--- config.mk ---
export PLATFORM = sky130hd
export DESIGN_NAME = audio_pwm_feeder
export DESIGN_NICKNAME = d
export VERILOG_FILES = /design/src/rtl/audio_pwm_feeder.sv
export SDC_FILE = /design/constraint.sdc
export NUM_CORES = 1
export LEC_CHECK = 0
export ABC_CLOCK_PERIOD_IN_PS = 5550
export BUFFER_PORTS_ARGS = -buffer_cell sky130_fd_sc_hd__buf_2
export CORE_ASPECT_RATIO = 1.2
export CORE_MARGIN = 2
export CORE_UTILIZATION = 60
export CTS_CLUSTER_SIZE = 14
export DETAILED_ROUTE_END_ITERATION = 7
export PLACE_DENSITY = 0.88
export REMOVE_ABC_BUFFERS = 1
export SETUP_SLACK_MARGIN = 0.05
export SYNTH_ARGS = -nofsm -noshare
export SYNTH_HDL_FRONTEND = slang
export SYNTH_SLANG_ARGS = --single-unit
--- constraint.sdc ---
create_clock -name clk -period 5.55 [get_ports clk]
set_input_delay 1.11 -clock clk [delete_from_list [all_inputs] [get_ports clk]]
set_output_delay 1.11 -clock clk [all_outputs]
set_load 0.05 [all_outputs]
--- src/rtl/audio_pwm_feeder.sv ---
// Purpose : buffers signed PCM samples in a 4-deep FIFO, pops one per sample period and
//           converts the current sample to an unsigned PWM level, updated once per PWM period.
// Latency : a pop lands in cur_sample on the terminal count; the level reflects it at the next
//           period tick, visible one cycle after that tick together with period_start.
// Backpressure: sample_ready is registered and drops when the FIFO holds 4 entries. It does not
//           anticipate a same-cycle pop.
//
// Ports:
//   clk, reset            - single clock, synchronous active-high reset
//   sample/sample_valid   - 16-bit signed PCM input with valid/ready handshake
//   sample_ready          - FIFO has room (registered)
//   mute                  - force midscale output, sampled at each level update
//   underflow_clr         - clears the sticky underflow flag (a same-cycle set wins)
//   pwm_level             - unsigned WIDTH-bit level to the PWM stage
//   period_start          - one-cycle pulse when a new pwm_level is presented
//   fifo_count            - FIFO occupancy, 0..4
//   underflow             - sticky flag, set when a sample pop finds the FIFO empty
//
// Optional feature: define AUDIO_PWM_FEEDER_NOISE_SHAPE_EN to enable first-order error feedback.

module audio_pwm_feeder #(
  parameter int WIDTH      = 4,
  parameter int SAMPLE_DIV = 672
) (
  input  logic             clk,
  input  logic             reset,
  input  logic [15:0]      sample,
  input  logic             sample_valid,
  output logic             sample_ready,
  input  logic             mute,
  input  logic             underflow_clr,
  output logic [WIDTH-1:0] pwm_level,
  output logic             period_start,
  output logic [2:0]       fifo_count,
  output logic             underflow
);

  localparam int          S    = 16 - WIDTH;
  localparam logic [15:0] TERM = 16'(SAMPLE_DIV - 1);

  logic [15:0]      fifo_mem [4];
  logic [1:0]       wr_ptr;
  logic [1:0]       rd_ptr;
  logic [15:0]      sample_cnt;
  logic [WIDTH-1:0] period_cnt;
  logic [15:0]      cur_sample;

  logic             push;
  logic             term;
  logic             pop;
  logic             tick;
  logic [2:0]       count_next;
  logic [15:0]      u;
  logic [WIDTH-1:0] level_next;

  assign push = sample_valid & sample_ready;
  assign term = (sample_cnt == TERM);
  assign pop  = term & (fifo_count != 3'd0);
  assign tick = (period_cnt == {WIDTH{1'b1}});

  always_comb begin
    count_next = fifo_count;
    case ({push, pop})
      2'b10:   count_next = fifo_count + 3'd1;
      2'b01:   count_next = fifo_count - 3'd1;
      default: count_next = fifo_count;
    endcase
  end

  // Offset binary: flipping the sign bit maps -32768..32767 onto 0..65535.
  assign u = mute ? 16'h8000 : {~cur_sample[15], cur_sample[14:0]};

`ifdef AUDIO_PWM_FEEDER_NOISE_SHAPE_EN
  logic [S-1:0] err;
  logic [S-1:0] err_next;
  logic [16:0]  sum;

  assign sum = {1'b0, u} + {{(17-S){1'b0}}, err};

  // Carry out means the accumulated error pushed past full scale: pin the
  // level at maximum and drop the residue rather than wrapping to zero.
  always_comb begin
    level_next = sum[15:S];
    err_next   = sum[S-1:0];
    if (sum[16]) begin
      level_next = {WIDTH{1'b1}};
      err_next   = '0;
    end
  end

  always_ff @(posedge clk) begin
    if (reset) begin
      err <= '0;
    end else if (tick) begin
      err <= err_next;
    end
  end
`else
  // Plain truncation of an unsigned 16-bit value cannot exceed the maximum level.
  assign level_next = u[15:S];
`endif

  // Storage needs no reset: pointers and count define which entries are live.
  always_ff @(posedge clk) begin
    if (!reset && push) begin
      fifo_mem[wr_ptr] <= sample;
    end
  end

  always_ff @(posedge clk) begin
    if (reset) begin
      wr_ptr       <= 2'd0;
      rd_ptr       <= 2'd0;
      fifo_count   <= 3'd0;
      sample_ready <= 1'b0;
      sample_cnt   <= 16'd0;
      period_cnt   <= '0;
      cur_sample   <= 16'd0;
      underflow    <= 1'b0;
      pwm_level    <= {1'b1, {(WIDTH-1){1'b0}}};
      period_start <= 1'b0;
    end else begin
      if (push) begin
        wr_ptr <= wr_ptr + 2'd1;
      end
      if (pop) begin
        rd_ptr     <= rd_ptr + 2'd1;
        cur_sample <= fifo_mem[rd_ptr];
      end
      fifo_count   <= count_next;
      sample_ready <= (count_next < 3'd4);

      sample_cnt <= term ? 16'd0 : sample_cnt + 16'd1;
      period_cnt <= period_cnt + WIDTH'(1);

      // An empty FIFO at terminal count leaves cur_sample as it was.
      if (term && (fifo_count == 3'd0)) begin
        underflow <= 1'b1;
      end else if (underflow_clr) begin
        underflow <= 1'b0;
      end

      // The level uses cur_sample as registered before this edge, so a pop on
      // the same edge only takes effect from the following tick.
      period_start <= tick;
      if (tick) begin
        pwm_level <= level_next;
      end
    end
  end

endmodule

==> results of run 1 <==
-- worst reg2reg max path: stages (launching register included) --
cell and delay [ps]:
dfxtp_1 370, nor3_1 720, nor2_1 160, ha_1 270
fa_1 390, xnor2_1 130, nor2_1 110, xnor2_1 150
nor2b_1 150
-- cell usage after synthesis --
library cell | count | share of area (%)
a21oi_1 | 6 | 1.3
a22o_1 | 3 | 1.1
a31oi_1 | 1 | 0.27
and2_1 | 5 | 1.4
and4_1 | 3 | 1.1
and4bb_2 | 1 | 0.54
buf_2 | 4 | 0.87
buf_4 | 2 | 0.65
clkbuf_1 | 3 | 0.49
dfxtp_1 | 38 | 33
edfxtp_1 | 16 | 21
fa_1 | 1 | 0.87
ha_1 | 7 | 3.8
inv_1 | 4 | 0.65
mux2i_1 | 1 | 0.43
mux4_2 | 4 | 3.9
nand2_1 | 10 | 1.6
nand2b_1 | 1 | 0.27
nand3_1 | 10 | 2.2
nand4_1 | 6 | 1.6
nand4_2 | 1 | 0.54
nand4b_1 | 4 | 1.5
nor2_1 | 28 | 4.6
nor2b_1 | 8 | 2.2
nor3_1 | 7 | 1.5
nor4_1 | 3 | 0.81
nor4b_2 | 1 | 0.65
nor4b_4 | 1 | 1.0
o21ai_0 | 6 | 1.3
o31ai_1 | 1 | 0.33
or2_1 | 1 | 0.27
or3_1 | 3 | 0.81
or4_1 | 1 | 0.33
xnor2_1 | 11 | 4.2
xor2_1 | 8 | 3.0
-- layout make-up --
type / count / area, um^2 / share of cell area, %
Sequential cell: 54 / 1240 / 49.5
Multi-Input combinational cell: 143 / 1000 / 40.0
Timing Repair Buffer: 18 / 90.1 / 3.59
Clock buffer: 5 / 68.8 / 2.74
Tap cell: 52 / 65.1 / 2.59
Clock inverter: 3 / 23.8 / 0.948
Inverter: 4 / 15.0 / 0.599
-- registers in the layout, indices dropped and copies added (netlist names), named ones only --
name,count
sample_cnt,16
cur_sample,4
rd_ptr,2
period_start,1
sample_ready,1
wr_ptr,2
period_cnt,4
underflow,1
pwm_level,4
fifo_mem,16
fifo_count,2
-- stage by stage --
step	power [mW]	area (um^2)	std cells	utilization [%]
floorplan	0.450	2260	201	-
global placement	0.462	2410	271	65.9
detailed placement	0.463	2410	271	65.9
CTS	0.685	2510	279	68.4
global route	0.704	2510	279	68.4
finish	0.677	2510	279	68.4
-- layer usage --
layer	track usage (%)	vias to the layer above
met5	0	-
met4	6.76	0
met1	23.7	695
met2	28.1	26
met3	5.53	7
li1	-	768
-- logic make-up (layout without fill, tap and decap cells) --
logic type                 count (synthesis)  count (layout)  synth area share, %
and+or+nand+nor                           94              94                 23.0
DFF                                       54              54                 53.8
xor gates and xnor gates                  19              19                 7.22
AOI/OAI and AO/OA                         17              17                 4.34
buffers and inverters                     13              30                 2.66
adders and majority gates                  8               8                 4.67
muxes                                      5               5                 4.34
-- how the worst max path moves through the flow --
stage                        end  slack [ps]  cells after the start
floorplan           sample_ready        3130                      7
global placement    sample_ready        3010                      8
detailed placement  sample_ready        2960                      8
CTS                 sample_ready        3070                      8
global route        sample_ready        2840                      8
finish              sample_ready        3040                      8
-- power groups by stage --
stage | logic, mW | registers, mW | clock network, mW
5_1_grt | 0.0394 | 0.421 | 0.244
4_1_cts | 0.0348 | 0.419 | 0.230
3_3_place_gp | 0.0336 | 0.428 | 0
3_5_place_dp | 0.0346 | 0.429 | 0
6_report | 0.0344 | 0.419 | 0.224
2_1_floorplan | 0.0183 | 0.432 | 0
==> results.md, run 1 <==
Timing:
- The count of endpoints failing hold in the final timing report was 0.
- The setup TNS is 0 ps.
- On the final layout, the worst clock skew is 14.7 ps.
- Setup violations remaining at the end of the flow were counted as 0.
- In this run the tightest slew margin relative to its limit is 42.4%.
- The highest clock frequency the design can meet is 399 MHz.
- The shortest period the worst path allows is 2510 ps.
- After layout, the worst path uses 45.2% of the clock period.
- The count of final max-slew check failures was 0.
- Setup repair after global routing left no endpoint under its margin.
- For the pin with the worst max-slew slack, the measured transition is 857 ps.
- The final worst slack is 3040 ps.
- Hold timing on the final database bottoms out at a slack of 435 ps.

Drt:
- The met2 wire length is 1700 um.
- Summing over every cut layer, the via total after detailed routing is 1,496.
- The first routing iteration left 48 violations.
- The detailed-route wire length on metal 1 is 1580 um.
- The count of nets left with antenna violations once routing finished came out at 0.
- The detailed-route wire length is 3470 um.
- In the final routed layout, each cell accounts on average for 12.4 um.
- The first detailed-routing pass ran for 5 iterations.
- The routed design uses 135 um of met3 wire.
- The detail-routed via count per cell is 5.36.
- The residual DRC count is 0.
- Signal routing reaches up to met4.

Setup path:
- At the worst endpoint, the required time is 5810 ps.
- The setup slack of the most critical reg-to-reg path is 3040 ps.
- The logic depth of the worst register-to-register path is 8.
- The endpoint of the lowest-slack register-to-register path is sample_ready.
- The largest single stage delay on the critical path is 720 ps.
- The slowest stage cell on the critical path is nor3_1.
- The critical path capture point type is a flop.
- The most critical setup path has its startpoint at fifo_count[1].
- The highest fanout seen on the critical path is 10.
- In this run the critical register-to-register path is launched from fifo_count[1].
- The worst setup path is launched from a flop.
- Data on the critical path arrives at its endpoint at 2760 ps.
- The critical path's top delay family is simple AND/OR/NAND/NOR gates.
- The number of buffer and inverter stages on the critical path is 0.
- Walking the worst path, the cells encountered are nor3_1, nor2_1, ha_1, fa_1, xnor2_1, nor2_1, xnor2_1, nor2b_1.
- The critical path in this run is classified as reg2reg.

Power and ir drop:
- The worst ir drop on vdd is 0.000204 V.
- The total power divided by cell area is 270 mW/mm^2.
- The leakage power is 0.910 nW.
- For this design the total switching power over the nets is 0.161 mW.
- The proportion of total power due to net switching is 23.7%.
- The clock network power share is 33.0%.
- Per report_power, the combinational group accounts for 5.1% of the total.
- Cell internal power was estimated by the tool at 0.517 mW.
- The relative contribution of sequential cells to total power is 61.9%.

Clock network:
- The H-tree was split into 2 levels.
- The clock tree from TritonCTS is built.
- In this run, CTS created clock tree buffers numbering 5.
- The worst-case clock buffer depth is 2.
- The number of buffers added to fix hold violations after cts is 0.
- The clock insertion delay at the later pin of the skew report is 320 ps.
- The clock sink count is 54.
- The clock slew seen by the registers of the worst setup and hold paths is 100 ps.
- The buffer count from post-CTS setup fixing is 0.
- The root cell of the clock tree is clkbuf_8.
- Once the clock tree was built, the resizer swapped 0 gates to a different size.

Final layout:
- 0 antenna diodes ended up in the layout.
- The most common cell after layout, fill and taps aside is dfxtp_1.
- Compared with the post-synthesis result, the final layout area differs by 8.74%.
- Fill cells in the final layout number 294.
- The final layout contains 255 nets.
- The share of layout cells above drive strength 1 is 15.0%.
- The top cell types in the final layout, fill and taps aside, are dfxtp_1, nor2_1, buf_2, edfxtp_1, xnor2_1.

Placement:
- The weighted congestion reported at the end of routability-driven placement is 0.764.
- The number of buffer cells added on primary ports is 18.
- Prior to clock tree synthesis, the placed netlist has a worst setup slack of 2960 ps.
- The HPWL after detailed placement is 2520 um.

Synth:
- After synthesis the cells add up to 0.00231 mm^2.
- The total of flip-flops plus latches after synthesis is 54.
- Yosys mapped the design onto 35 distinct sky130hd cell types.
- The sequential element share of the synthesized area is 53.8%.
- After synthesis, the mean cell area works out to 11.0 um^2.
- The count of synthesis-stage warnings from yosys is 0.
- The cell count after synthesis came out at 210.

Min path:
- The type of the most critical hold path is reg2reg.
- The source of the worst hold timing path is cur_sample[15].
- Counting instances, the worst hold path has a depth of 1.
- For hold timing, the worst endpoint is pwm_level[3].

Floorplanning:
- The die extent in y is 71.9 um.
- The effective utilization at floorplan is 62.9%.
- The width of the die is 60.6 um.
- The die outline area is 0.00436 mm^2.
- The region available for standard cell placement spans 0.00366 mm^2.
- In this run the core area contains 24 standard-cell rows.
- The number of I/O pins is 31.

GRT:
- Global routing finished with a remaining overflow of 0.
- The largest net degree at the start of global routing is 27.
- The number of global-route vias before repair is 1,347.
- The first-pass GRT wire length is 5940 um.
- The initial antenna violation count is 0.
- The global routing usage summed across all routing layers is 18.1%.

Outcome:
- The run finished with clean final reports.

Run:
- Across the run, the number of max-cap violations was 0.
No activity file was read; power rests on OpenSTA's default activity.
==> run 2: changes to the inputs <==
--- a/config.mk
+++ b/config.mk
@@ -5,14 +5,14 @@
 export SDC_FILE = /design/constraint.sdc
 export NUM_CORES = 1
 export LEC_CHECK = 0
-export ABC_CLOCK_PERIOD_IN_PS = 5550
+export ABC_CLOCK_PERIOD_IN_PS = 2500
 export BUFFER_PORTS_ARGS = -buffer_cell sky130_fd_sc_hd__buf_2
 export CORE_ASPECT_RATIO = 1.2
 export CORE_MARGIN = 2
-export CORE_UTILIZATION = 60
+export CORE_UTILIZATION = 56
 export CTS_CLUSTER_SIZE = 14
 export DETAILED_ROUTE_END_ITERATION = 7
-export PLACE_DENSITY = 0.88
+export PLACE_DENSITY = 0.83
 export REMOVE_ABC_BUFFERS = 1
 export SETUP_SLACK_MARGIN = 0.05
 export SYNTH_ARGS = -nofsm -noshare
==> constraint.sdc (replaced) <==
create_clock -name clk -period 2.5 [get_ports clk]
set_input_delay 0.5 -clock clk [delete_from_list [all_inputs] [get_ports clk]]
set_output_delay 0.5 -clock clk [all_outputs]
set_load 0.05 [all_outputs]
==> results.md, run 2 (synthesized netlist as in run 1, its figures left out) <==
GRT:
- The global routing usage summed across all routing layers was 17.0% (-1.1 points).
- The number of global-route vias before repair is 1,368 (+1.6%).
- The first-pass GRT wire length is 6130 um (+3.1%).
- The initial antenna violation count is 0 (unchanged).
- The largest net degree at the start of global routing is 27 (unchanged).
- The leftover overflow at the end of global routing is 0 (unchanged).

Min path:
- For hold timing, the worst endpoint is fifo_mem[2][15].
- The worst hold path begins at sample[15].
- The number of stages on the worst hold path was 1 (unchanged).
- The type of the most critical hold path is in2reg.

Timing:
- The shortest period the worst path allows is 2280 ps (-224 ps).
- Setup repair after global routing left no endpoint under its margin.
- The fraction of the cycle the final worst path needs is 91.4% (+46 points).
- The highest clock frequency the design can meet is 438 MHz (+9.8%).
- The transition time of the tightest slew-check pin is 605 ps (-251 ps).
- The count of endpoints failing hold in the final timing report is 0 (unchanged).
- The setup TNS is 0 ps (unchanged).
- The count of final max-slew check failures is 0 (unchanged).
- The total of endpoints with negative setup slack in the final report was 0 (unchanged).
- The worst setup skew after layout was 4.23 ps (-10.4 ps).
- The headroom to the max-slew limit is 59.6% (+17 points).

Setup path:
- The data arrival time of the worst path is 2530 ps (-230 ps).
- The endpoint of the lowest-slack register-to-register path is sample_ready.
- STA classifies the critical path endpoint as a flop.
- The highest fanout seen on the critical path is 6 (-4).
- The setup slack of the most critical reg-to-reg path is 220 ps (-2830 ps).
- The worst setup path is launched from a flop.
- The critical path required time was 2750 ps (-3060 ps).
- The startpoint identified for the worst register-to-register timing path is sample_cnt[0].
- The critical path is of the reg2reg type.
- The logic depth of the worst register-to-register path is 10 (+2).

Drt:
- The routed via count is 1,513 (+1.1%).
- The residual DRC count came to 0 (unchanged).
- The antenna violation net count after detailed routing came to 0 (unchanged).
- The average wire per standard cell is 12.7 um (+1.8%).
- The number of iterations in the first detailed-routing pass was 4 (-1).
- The number of DRC violations after detailed-routing iteration 0 is 52 (+8.3%).
- The detailed-route wire length came to 3570 um (+2.9%).
- The detail-routed via count per cell is 5.37 (about the same).

Final layout:
- The final net count is 256 (+0.39%).
- The area overhead of the layout relative to synthesis is 9.06%.
- The number of inserted diodes is 0 (unchanged).
- The share of layout cells above drive strength 1 is 15.4% (+0.37 points).
- The most common cell after layout, fill and taps aside is dfxtp_1.
- In the final layout, the registers with the most flip-flops are fifo_mem: 16 flops, sample_cnt: 16 flops.
- The final non-filler cell total came to 282 (+1.1%).
- The top cell types in the final layout, fill and taps aside, are dfxtp_1, nor2_1, buf_2, edfxtp_1, xnor2_1.

Floorplanning:
- The number of I/O pins was 31 (unchanged).
- The number of rows created at floorplan is 25 (+4.2%).
- The die outline area was 0.00465 mm^2 (+6.7%).
- The width of the die is 62.6 um (+3.3%).
- The area of the placeable core was 0.00394 mm^2 (+7.6%).
- The effective utilization at floorplan was 58.5% (-4.4 points).
- The die extent in y is 74.3 um (+3.3%).

Clock network:
- The clock sink count was 54 (unchanged).
- The H-tree level count is 2 (unchanged).
- The clock insertion delay at the later pin of the skew report is 310 ps (about the same).
- The worst-case clock buffer depth is 2 (unchanged).
- The number of gates resized after CTS is 0 (unchanged).
- The number of buffers added to fix hold violations after cts is 0 (unchanged).
- The CTS buffer count is 5 (unchanged).
- The clock tree from TritonCTS is built.
- The buffer count from post-CTS setup fixing is 0 (unchanged).
- The root cell of the clock tree is clkbuf_8.
- The clock slew seen by the registers of the worst setup and hold paths is 90 ps (about the same).

Power and ir drop:
- The leakage power came to 0.910 nW (about the same).
- The total power divided by cell area came to 592 mW/mm^2 (+120%).
- The worst ir drop on vdd is 0.000512 V (+150%).

Outcome:
- The flow ran to the end, and the final reports show no timing, DRC or antenna violations.

Placement:
- The weighted congestion reported at the end of routability-driven placement was 0.771 (+0.90%).
- The HPWL after detailed placement is 2490 um (-1.0%).
- The number of cells after detailed placement is 274 (+1.1%).
- The number of buffer cells added on primary ports was 18 (unchanged).

Run:
- The max capacitance violation total is 0 (unchanged).
run 2: how the worst max path moves through the flow:
stage	from	endpoint
floorplan	fifo_count[1]	sample_ready
global placement	sample_cnt[0]	sample_ready
detailed placement	sample_cnt[0]	sample_ready
CTS	sample_cnt[0]	sample_ready
global route	sample_cnt[0]	sample_ready
finish	sample_cnt[0]	sample_ready
run 2: stage by stage:
step	utilization [%]	power (mW)	worst slack (ps)	cell area [um^2]	hold WS [ps]
finish	63.8	1.49	216	2510	408
global route	63.8	1.56	75.4	2510	404
CTS	63.8	1.51	223	2510	393
detailed placement	61.5	1.03	264	2420	408
global placement	61.5	1.03	278	2420	408
floorplan	-	1.00	131	2260	399
run 2: where the power goes:
part | switching, mW | internal [mW] | leakage, nW
Clock | 0.282 | 0.197 | 0.0441
Combinational | 0.0497 | 0.0294 | 0.413
Sequential | 0.0144 | 0.917 | 0.453
run 2: routing by layer:
metal  global-route usage [%]  part of all wire (%)  vias up
met5                        0                     0        -
met4                     6.67                   1.4        0
met3                     5.14                   3.8        5
met2                     28.6                    49       26
met1                     20.8                    46      708
li1                         -                     -      774
run 2: worst max-delay path: stages (launching register included):
cell	delay (ps)
dfxtp_1	410
ha_1	250
and4_1	340
nand4_2	160
nor2_1	130
ha_1	210
fa_1	200
xnor2_1	110
nor2_1	70
xnor2_1	180
nor2b_1	160
run 2: cell type report:
cell class / count / area [um^2]
Clock buffer: 5 / 68.8
Multi-Input combinational cell: 143 / 1000
Inverter: 4 / 15.0
Sequential cell: 54 / 1240
Timing Repair Buffer: 19 / 97.6
Fill cell: 341 / 1430
Tap cell: 54 / 67.6
Clock inverter: 3 / 21.3
==> run 3: changes to the inputs <==
--- a/config.mk
+++ b/config.mk
@@ -12,7 +12,7 @@
 export CORE_UTILIZATION = 56
 export CTS_CLUSTER_SIZE = 14
 export DETAILED_ROUTE_END_ITERATION = 7
-export PLACE_DENSITY = 0.83
+export PLACE_DENSITY = 0.78
 export REMOVE_ABC_BUFFERS = 1
 export SETUP_SLACK_MARGIN = 0.05
 export SYNTH_ARGS = -nofsm -noshare
==> results.md, run 3 (synthesized netlist as in run 1, its figures left out) <==
Setup path:
- The data arrival time of the worst path came to 2430 ps (-100 ps).
- The critical path endpoint is sample_ready.
- The setup slack of the most critical reg-to-reg path is 320 ps (+100 ps).
- Walking the worst path, the cells encountered are ha_1, and4_4, nand4_2, nor2_1, ha_1, fa_1, xnor2_1, nor2_1, xnor2_1, nor2b_1.
- The type of the worst setup path is reg2reg.
- The critical path required time is 2740 ps (about the same).
- The endpoint of the lowest-slack register-to-register path is sample_ready.
- The startpoint of the worst-slack reg-to-reg timing path is sample_cnt[0].
- The slowest stage of the critical path is the fa_1 cell.
- The launching element of the worst setup path is sample_cnt[0].
- The longest individual stage delay on the worst path is 380 ps (-30 ps).
- The logic depth of the worst register-to-register path came to 10 (unchanged).
- The critical path capture point type is a flop.
- The type of origin of the critical path is a flop.
- The highest fanout seen on the critical path is 6 (unchanged).

Timing:
- The shortest period the worst path allows came to 2180 ps (-103 ps).
- The transition time of the tightest slew-check pin is 625 ps (+19.4 ps).
- The headroom to the max-slew limit came to 58.3% (-1.3 points).
- The highest clock frequency the design can meet is 458 MHz (+4.7%).
- The fraction of the cycle the final worst path needs came to 87.3% (-4.1 points).
- The setup TNS was 0 ps (unchanged).
- The count of final max-slew check failures is 0 (unchanged).
- Setup repair after global routing left no endpoint under its margin.
- The total of endpoints with negative setup slack in the final report is 0 (unchanged).
- The count of endpoints failing hold in the final timing report is 0 (unchanged).
- The worst setup skew after layout is 8.47 ps (+4.24 ps).

GRT:
- The global routing usage summed across all routing layers is 16.3% (-0.63 points).
- The largest net degree at the start of global routing came to 17 (-37%).
- The first-pass GRT wire length is 5920 um (-3.4%).
- The initial antenna violation count is 0 (unchanged).
- The number of global-route vias before repair is 1,365 (-0.22%).
- The leftover overflow at the end of global routing is 0 (unchanged).

Drt:
- The antenna violation net count after detailed routing was 0 (unchanged).
- The number of DRC violations after detailed-routing iteration 0 was 62 (+19%).
- The residual DRC count is 0 (unchanged).
- The routed via count came to 1,508 (-0.33%).
- The detailed-route wire length is 3510 um (-1.9%).
- The average wire per standard cell came to 12.4 um (-2.2%).
- The detail-routed via count per cell is 5.33 (-0.68%).
- The number of iterations in the first detailed-routing pass is 4 (unchanged).

Power and ir drop:
- The worst ir drop on vdd is 0.000557 V (+8.8%).
- The part of the power in combinational logic is 5.2% (about the same).
- The net switching power is 0.328 mW (-5.0%).
- The leakage power came to 0.925 nW (+1.7%).
- The overall power of the completed layout is 1.55 mW (+3.8%).
- The relative contribution of sequential cells to total power is 60.2% (-2.3 points).
- The total power divided by cell area is 609 mW/mm^2 (+2.8%).
- The clock network power share was 34.6% (+2.4 points).
- The cell-internal power was 1.22 mW (+6.5%).
- The proportion of total power due to net switching is 21.2% (-2.0 points).

Floorplanning:
- The number of I/O pins is 31 (unchanged).
- The area of the placeable core came to 0.00394 mm^2 (unchanged).
- The die outline area came to 0.00465 mm^2 (unchanged).
- The die extent in y came to 74.3 um (unchanged).
- The number of rows created at floorplan is 25 (unchanged).
- The effective utilization at floorplan is 58.5% (unchanged).
- The width of the die is 62.6 um (unchanged).

Final layout:
- The final net count is 257 (+0.39%).
- Compared with the post-synthesis result, the final layout area differs by 10.1%.
- Leaving out fill and tap cells, the most frequent cell in the layout is dfxtp_1.
- The share of layout cells above drive strength 1 is 15.7% (+0.37 points).
- In the layout the commonest cells are dfxtp_1, nor2_1, buf_2, edfxtp_1, xnor2_1.
- The largest registers in the layout are fifo_mem: 16 flops, sample_cnt: 16 flops.
- The core utilization of the finished layout was 64.4% (+0.63 points).
- The number of inserted diodes is 0 (unchanged).

Clock network:
- The root buffer cell chosen for the clock tree is clkbuf_8.
- The clock slew seen by the registers of the worst setup and hold paths is 80 ps (about the same).
- The CTS buffer count is 5 (unchanged).
- The H-tree level count is 2 (unchanged).
- The clock insertion delay at the later pin of the skew report is 310 ps (about the same).
- The number of buffers added to fix hold violations after cts is 0 (unchanged).
- The clock tree from TritonCTS is built.
- The worst-case clock buffer depth is 2 (unchanged).
- The clock sink count is 54 (unchanged).

Placement:
- The weighted congestion reported at the end of routability-driven placement is 0.765 (-0.69%).
- The number of buffer cells added on primary ports is 18 (unchanged).
- The HPWL after detailed placement is 2520 um (+1.1%).

Min path:
- The worst hold path belongs to the class in2reg.

Run:
- The max capacitance violation total is 0 (unchanged).

Outcome:
- The run finished with clean final reports.
-- run 3: cell types whose count changed in the layout (fill, tap and decap cells not counted) --
cell,before,now
clkinvlp_4,1,0
and4_1,3,2
clkbuf_16,0,1
and4_4,0,1
clkbuf_4,0,1
clkinv_2,1,0
buf_4,1,2
clkinv_4,1,0
clkbuf_1,0,1
-- run 3: what timing repair did --
item                       4_1_cts  5_1_grt
setup buffers                    0        0
gates resized for setup          0        2
setup endpoints to repair        0        2
-- run 3: stage by stage --
| stage | cells | hold slack (ps) | setup WS, ps | area (um^2) |
|---|---|---|---|---|
| 2_1_floorplan | 201 | 399 | 131 | 2260 |
| 3_3_place_gp | 275 | 410 | 299 | 2430 |
| 3_5_place_dp | 275 | 426 | 246 | 2430 |
| 4_1_cts | 283 | 405 | 206 | 2540 |
| 5_1_grt | 283 | 408 | 94.0 | 2540 |
| 6_report | 283 | 412 | 318 | 2540 |
-- run 3: layer usage --
metal	GRT usage [%]	wire length, um	up-vias
li1	-	-	772
met1	19.7	1600	711
met2	28.2	1740	21
met3	4.99	128	4
met4	5.93	39	0
met5	0	0	-
-- run 3: area by class of cell --
type | count | area (um^2)
multi-input cells | 143 | 1010
well taps | 54 | 67.6
inverters | 4 | 15.0
flip-flops and latches | 54 | 1240
fillers | 318 | 1400
repair buffers | 20 | 105
clock buffers | 8 | 105
-- run 3: power by group through the flow --
stage | clock network (mW) | registers, mW | logic [mW]
after floorplan | 0 | 0.959 | 0.0407
after global placement | 0 | 0.950 | 0.0789
after detailed placement | 0 | 0.951 | 0.0809
after CTS | 0.546 | 0.931 | 0.0817
after global routing | 0.582 | 0.934 | 0.0902
final | 0.535 | 0.930 | 0.0810
-- run 3: critical path: cells and delay by family (launching register included) --
kind                       cells  cell delay, ps
xor gates and xnor gates       2             280
and+or+nand+nor                5             620
DFF                            1             360
adders and majority gates      3             860
-- run 3: how the worst min path moves through the flow --
stage	start	to	slack [ps]	cells after the start
detailed placement	cur_sample[15]	pwm_level[3]	430	1
global placement	cur_sample[15]	pwm_level[3]	410	1
floorplan	cur_sample[15]	pwm_level[3]	400	1
global route	sample[12]	fifo_mem[3][12]	410	1
finish	sample[13]	fifo_mem[3][13]	410	1
CTS	sample[12]	fifo_mem[2][12]	410	1
